===== src/rtl/pipe_stage_buffer_pkg.sv =====
// Shared definitions for elastic pipeline stages: NOP encoding, IF/ID payload
// packing and the stall counter width. Every stage instance imports this so
// that all of them agree on the layout.
package pipe_stage_buffer_pkg;

   localparam logic [31:0] NOP_INSTR   = 32'b0;
   localparam int          STALL_CNT_W = 32;

   // IF/ID payload as concatenated by the instantiator, MSB first
   typedef struct packed {
      logic [31:0] instr;
      logic [31:0] pc_plus4;
      logic [31:0] pc;
      logic        bra_delay;
      logic        flushed;
   } if_id_t;

   localparam int IF_ID_WIDTH      = $bits(if_id_t);
   localparam int IF_ID_FLUSHED_LSB = 0;
   localparam int IF_ID_BRA_LSB     = 1;
   localparam int IF_ID_PC_LSB      = 2;
   localparam int IF_ID_PC4_LSB     = 34;
   localparam int IF_ID_INSTR_LSB   = 66;

endpackage


===== src/rtl/pipe_stage_buffer_if.sv =====
// Valid/ready beat channel. The producer uses the master modport and the
// consumer uses the slave modport.
interface pipe_stage_buffer_if #(parameter int WIDTH = 32);
   logic             valid;
   logic             ready;
   logic [WIDTH-1:0] data;

   modport master (output valid, output data, input  ready);
   modport slave  (input  valid, input  data, output ready);
endinterface


===== src/rtl/pipe_stage_mem.sv =====
// DEPTH x WIDTH register array with one write port and one async read port.
// The storage has no reset; the owning buffer masks empty slots to zero.
module pipe_stage_mem #(
   parameter int WIDTH = 32,
   parameter int DEPTH = 2,
   parameter int AW    = 1
) (
   input  logic             clock,
   input  logic             we,
   input  logic [AW-1:0]    waddr,
   input  logic [WIDTH-1:0] wdata,
   input  logic [AW-1:0]    raddr,
   output logic [WIDTH-1:0] rdata
);

   logic [WIDTH-1:0] mem [DEPTH];

   // write the accepted beat into the tail slot
   always_ff @(posedge clock) begin
      if (we) mem[waddr] <= wdata;
   end

   assign rdata = mem[raddr];

endmodule


===== src/rtl/pipe_stage_buffer.sv =====
// Elastic pipeline stage: DEPTH-entry in-order buffer with valid/ready on both
// sides. Flush empties the buffer and drops the incoming beat. Empty slots
// present all-zero data (NOP bubble).
// Optional feature: define PIPE_STAGE_STALL_CNT_EN to enable the saturating
// backpressure counter on stall_cycles; otherwise it reads as zero.
module pipe_stage_buffer
   import pipe_stage_buffer_pkg::*;
#(
   parameter int WIDTH = 32,
   parameter int DEPTH = 2
) (
   input  logic                         clock,
   input  logic                         reset,
   input  logic                         flush,
   pipe_stage_buffer_if.slave           up,
   pipe_stage_buffer_if.master          dn,
   output logic                         dn_flushed,
   output logic [$clog2(DEPTH+1)-1:0]   occupancy,
   output logic [STALL_CNT_W-1:0]       stall_cycles
);

   localparam int             AW   = (DEPTH > 1) ? $clog2(DEPTH) : 1;
   localparam int             CW   = $clog2(DEPTH+1);
   localparam logic [AW-1:0]  LAST = AW'(DEPTH-1);
   localparam logic [CW-1:0]  FULL = CW'(DEPTH);

   logic [AW-1:0]    head, tail;
   logic [CW-1:0]    occ;
   logic             can_take, has_beat, push, pop;
   logic [WIDTH-1:0] head_data;

   // explicit wrap so non-power-of-2 DEPTH works
   function automatic logic [AW-1:0] wrap_inc(input logic [AW-1:0] p);
      return (p == LAST) ? '0 : p + 1'b1;
   endfunction

   // ready comes from registered occupancy only, never from dn.ready
   assign can_take  = (occ < FULL);
   assign has_beat  = (occ != '0);
   assign push      = up.valid & can_take & ~flush;
   assign pop       = has_beat & dn.ready & ~flush;

   assign up.ready  = can_take;
   assign dn.valid  = has_beat;
   assign dn.data   = has_beat ? head_data : '0;
   assign occupancy = occ;

   pipe_stage_mem #(.WIDTH(WIDTH), .DEPTH(DEPTH), .AW(AW)) u_mem (
      .clock (clock),
      .we    (push),
      .waddr (tail),
      .wdata (up.data),
      .raddr (head),
      .rdata (head_data)
   );

   // pointers and occupancy; flush overrides any push/pop
   always_ff @(posedge clock or posedge reset) begin
      if (reset) begin
         head <= '0;
         tail <= '0;
         occ  <= '0;
      end else if (flush) begin
         head <= '0;
         tail <= '0;
         occ  <= '0;
      end else begin
         if (push) tail <= wrap_inc(tail);
         if (pop)  head <= wrap_inc(head);
         case ({push, pop})
            2'b10:   occ <= occ + 1'b1;
            2'b01:   occ <= occ - 1'b1;
            default: occ <= occ;
         endcase
      end
   end

   // one pulse per flush cycle; consecutive flushes keep it high
   always_ff @(posedge clock or posedge reset) begin
      if (reset) dn_flushed <= 1'b0;
      else       dn_flushed <= flush;
   end

`ifdef PIPE_STAGE_STALL_CNT_EN
   logic [STALL_CNT_W-1:0] stall_q;

   // count cycles where a head beat is held back by the consumer, saturating
   always_ff @(posedge clock or posedge reset) begin
      if (reset)
         stall_q <= '0;
      else if (has_beat && !dn.ready && !flush && (stall_q != '1))
         stall_q <= stall_q + 1'b1;
   end

   assign stall_cycles = stall_q;
`else
   assign stall_cycles = '0;
`endif

endmodule


===== src/flat_wrapper.sv =====
// flat-port wrapper written by rule: the top's interface ports become plain ports
module pipe_stage_buffer_flat import pipe_stage_buffer_pkg::*;
#(
   parameter int WIDTH = 32,
   parameter int DEPTH = 2
)
  (clock, reset, flush, dn_flushed, occupancy, stall_cycles, up_valid, up_data, up_ready, dn_valid, dn_data, dn_ready);
  pipe_stage_buffer_if #(.WIDTH(WIDTH)) up_i ();
  pipe_stage_buffer_if #(.WIDTH(WIDTH)) dn_i ();
  input  logic clock;
  input  logic reset;
  input  logic flush;
  output logic dn_flushed;
  output logic [$clog2(DEPTH+1)-1:0] occupancy;
  output logic [STALL_CNT_W-1:0] stall_cycles;
  input wire logic [$bits(up_i.valid)-1:0] up_valid;
  input wire logic [$bits(up_i.data)-1:0] up_data;
  output wire logic [$bits(up_i.ready)-1:0] up_ready;
  output wire logic [$bits(dn_i.valid)-1:0] dn_valid;
  output wire logic [$bits(dn_i.data)-1:0] dn_data;
  input wire logic [$bits(dn_i.ready)-1:0] dn_ready;
  assign up_i.valid = up_valid;
  assign up_i.data = up_data;
  assign up_ready = up_i.ready;
  assign dn_valid = dn_i.valid;
  assign dn_data = dn_i.data;
  assign dn_i.ready = dn_ready;
  pipe_stage_buffer #(.WIDTH(WIDTH), .DEPTH(DEPTH)) u_core (.clock(clock), .reset(reset), .flush(flush), .up(up_i), .dn(dn_i), .dn_flushed(dn_flushed), .occupancy(occupancy), .stall_cycles(stall_cycles));
endmodule

===== config.mk =====
export PLATFORM = sky130hd
export DESIGN_NAME = pipe_stage_buffer_flat
export DESIGN_NICKNAME = d
export VERILOG_FILES = /design/src/rtl/pipe_stage_buffer_pkg.sv /design/src/rtl/pipe_stage_buffer_if.sv /design/src/rtl/pipe_stage_mem.sv /design/src/rtl/pipe_stage_buffer.sv /design/src/flat_wrapper.sv
export SDC_FILE = /design/constraint.sdc
export NUM_CORES = 1
export LEC_CHECK = 0
export CAP_MARGIN = 25
export CORE_UTILIZATION = 29
export CTS_CLUSTER_DIAMETER = 200
export DETAILED_ROUTE_END_ITERATION = 12
export PLACE_DENSITY = 0.65
export SLEW_MARGIN = 20
export SYNTH_ARGS = -nofsm -noshare
export SYNTH_HDL_FRONTEND = slang
export SYNTH_SLANG_ARGS = --single-unit

===== constraint.sdc =====
create_clock -name clock -period 4.4 [get_ports clock]
set_input_delay 0.44 -clock clock [delete_from_list [all_inputs] [get_ports clock]]
set_output_delay 0.44 -clock clock [all_outputs]
set_load 0.01 [all_outputs]

==> Flow_metrics.wiki <==
{| class="wikitable"
! Metric !! Value
|-
| Outcome || finished, final reports clean
|-
| Largest driver fanout on the critical path || 33
|-
| Maximum capacitance violations || 0
|-
| Latest clock arrival within the worst-skew pair || ~0.33 ns
|-
| Distinct cells, synth || 22
|-
| Number of vias per cell after detailed routing || roughly 4.0
|-
| Post-placement worst setup slack || 2.00 ns
|-
| Detailed-route via count || 1632
|-
| Largest net degree at the start of global routing || 34
|-
| Relative slew slack || 0.339
|-
| Flip-flop cell with the highest count after synthesis || sky130_fd_sc_hd__edfxtp_1
|-
| Static power due to leakage || 1.33 nW
|-
| Avg Synthesized Cell Area || ~15 µm²
|-
| Post-layout instance count excluding filler cells || between 400 and 500
|-
| Summed negative setup slack over all endpoints || 0 ns
|-
| Max Freq || approximately 370 MHz
|-
| Required time at the endpoint of the critical path || 3.96 ns
|-
| Post-Place Cell Area || about 3700 µm²
|-
| Placed wire-length estimate || ~3300 µm
|-
| Drt initial violations || 17
|-
| Final instance area || between 3000 and 4000 µm²
|-
| Post-CTS resize count || 0
|-
| Remaining design rule violation count || 0
|-
| Tot GR Track Use || 0.106
|-
| Share of cells above drive strength 1 || 0.101
|-
| GP Congestion || just under 0.7
|-
| Most frequent cells in the layout || sky130_fd_sc_hd__clkdlybuf4s50_1 (73), sky130_fd_sc_hd__edfxtp_1 (64), sky130_fd_sc_hd__nor2_1 (35)
|-
| Number of setup buffers added after CTS || 0
|-
| DRT Wirelength || roughly 5100 µm
|-
| Number of setup violations in the final report || 0
|-
| Average routed wire per standard cell || approximately 12 µm
|-
| # port buffers || 73
|-
| Clock slew seen by the registers of the worst setup and hold paths || 0.07 ns
|-
| Launching point of the worst reg2reg path || u_core.occupancy[1]
|-
| Crit share post-route || 0.610
|-
| Arrival @ worst endpoint || ~2.3 ns
|-
| Via count of the first global-routing pass || between 1500 and 2000
|-
| Endpoints failing hold || 0
|-
| Final ANT Viol Nets || 0
|-
| Synth Register Bits || slightly below 70
|-
| Part of the Yosys area used for sequential elements || 0.700
|-
| Clock sinks || a little under 70
|-
| Ys Warns || 0
|-
| P&R area growth vs syn || 31.8%
|-
| Cell count of the worst reg-to-reg path || 3
|-
| Global-route congestion overflow total || 0
|-
| Hold slack || roughly 0.30 ns
|-
| Initial core utilization || 0.299
|-
| Number of antenna violations at the first check in global routing || 0
|-
| Final slew viol count || 0
|-
| Slack of the worst reg-to-reg path || 2.94 ns
|-
| TritonCTS clock tree || built
|-
| PwrDens || around 360 nW/µm²
|-
| Final #Nets || 309
|-
| Element type at the critical path end || primary output
|-
| Wire length of the first global-routing pass || approximately 7900 µm
|-
| Endpoint of the worst register-to-register path || u_core.u_mem.mem[1][20]
|-
| Cts-stage hold buffer count || 0
|-
| Final Util || 0.394
|-
| CTS buffer count || 9
|-
| Final worst clock skew || just under 0.007 ns
|-
| Post-route worst setup slack || about 1.7 ns
|-
| Die Area || ~10000 µm²
|-
| Buffers from clock root to sink, at most || 2
|-
| Type of the setup path with the least slack || reg -> out
|-
| Gate count after technology mapping || ~190
|-
| Pre-antenna DRT Iters || 4
|-
| Summed instance area of the synthesized netlist || 2920 µm²
|-
| FP Rows || 36
|-
| Transition time at the pin with the least slew margin || about 0.99 ns
|-
| Number of enable flip-flop cells after synthesis || 64
|-
| Unrepaired setup endpoints after global routing || false
|-
| Cell count after placement || a little under 400
|-
| Clock root buffer master || sky130_fd_sc_hd__clkbuf_8
|-
| FFs w/ async S/R, synth || 0.0725
|-
| Die Y-Extent || about 100 µm
|-
| Diode count || 0
|-
| Depth of the CTS H-tree || 3
|-
| CP startpoint kind || flop
|-
| Most frequent standard cell in the layout excluding fill and tap cells || sky130_fd_sc_hd__clkdlybuf4s50_1
|-
| Shortest clock period the worst path allows after layout || roughly 2.7 ns
|-
| Worst VDD drop || 0.144 mV
|-
| Class of the worst hold path || in -> async
|-
| Total of fill cells in the finished design || just under 1000
|-
| Width of the die || ~100 µm
|-
| Ports placed on the boundary || 106
|-
| Std-Cell Core Area || 9770 µm²
|-
| PnR Total Power || 1.38 mW
|}
## per-layer routing
metal	share of wire	routed length, µm	global-route usage
met5	0	0	0
met4	0.016	84	0.0593
met3	0.071	362	0.0397
met2	0.48	2450	0.162
met1	0.43	2210	0.128
## kinds of logic (layout without fill, tap and decap cells)
logic type	Yosys count	after routing	synth area share
flip-flops	69	69	0.700
multiplexers	33	33	0.115
AO/OA/AOI/OAI	4	4	0.00942
XOR/XNOR	2	2	0.00599
other	1	32	0.00128
AND/OR/NAND/NOR	41	41	0.0629
buffers and inverters	42	96	0.105
## synth_stat cells, drive strengths merged (2+ instances only)
| master | number | area (µm²) |
|---|---|---|
| edfxtp | 64 | 1920 |
| nor2 | 36 | 138 |
| nor2b | 2 | 20.0 |
| buf | 39 | 297 |
| dfrtp | 5 | 125 |
| xor2 | 2 | 17.5 |
| o21ai | 2 | 10.0 |
| mux2i | 32 | 320 |
| inv | 3 | 11.3 |
## sequential cells by signal, indices dropped and copies added, names as in the netlist
register	cells
u_core.occupancy	2
u_core.dn_flushed	1
u_core.u_mem.mem	64
u_core.head	1
u_core.tail	1
## power by group
part           leakage (nW)  internal [mW]  switching (mW)
Sequential            0.651          0.747          0.0203
Clock                0.0824          0.200           0.231
Combinational         0.598         0.0986          0.0821
Total                  1.33           1.05           0.333
## worst max-delay path, stage by stage (launching register included)
cell and delay [ns]:
sky130_fd_sc_hd__dfrtp_2 1.02, sky130_fd_sc_hd__mux2i_1 0.17, sky130_fd_sc_hd__nor2_1 0.15, sky130_fd_sc_hd__clkdlybuf4s50_1 0.55
## final cells by class
type                       count  area (µm²)  area share
multi-input combinational    112         699       0.182
clock buffer                   9         124      0.0322
inverter                       3        11.3     0.00292
timing repair buffer          77         761       0.197
tap                          133         166      0.0432
sequential                    69        2050       0.532
clock inverter                 7        42.5      0.0110
## worst max-delay path by stage
stage,slack [ns],end,startpoint
after floorplan,0.92,u_core.u_mem.mem[1][0],u_core.occupancy[1]
after global placement,2.00,dn_data[3],u_core.head
after detailed placement,2.00,dn_data[3],u_core.head
after CTS,1.62,dn_data[3],u_core.head
after global routing,1.51,dn_data[3],u_core.head
final,1.71,dn_data[20],u_core.head
Note: power is estimated with default switching activity, not from simulation.
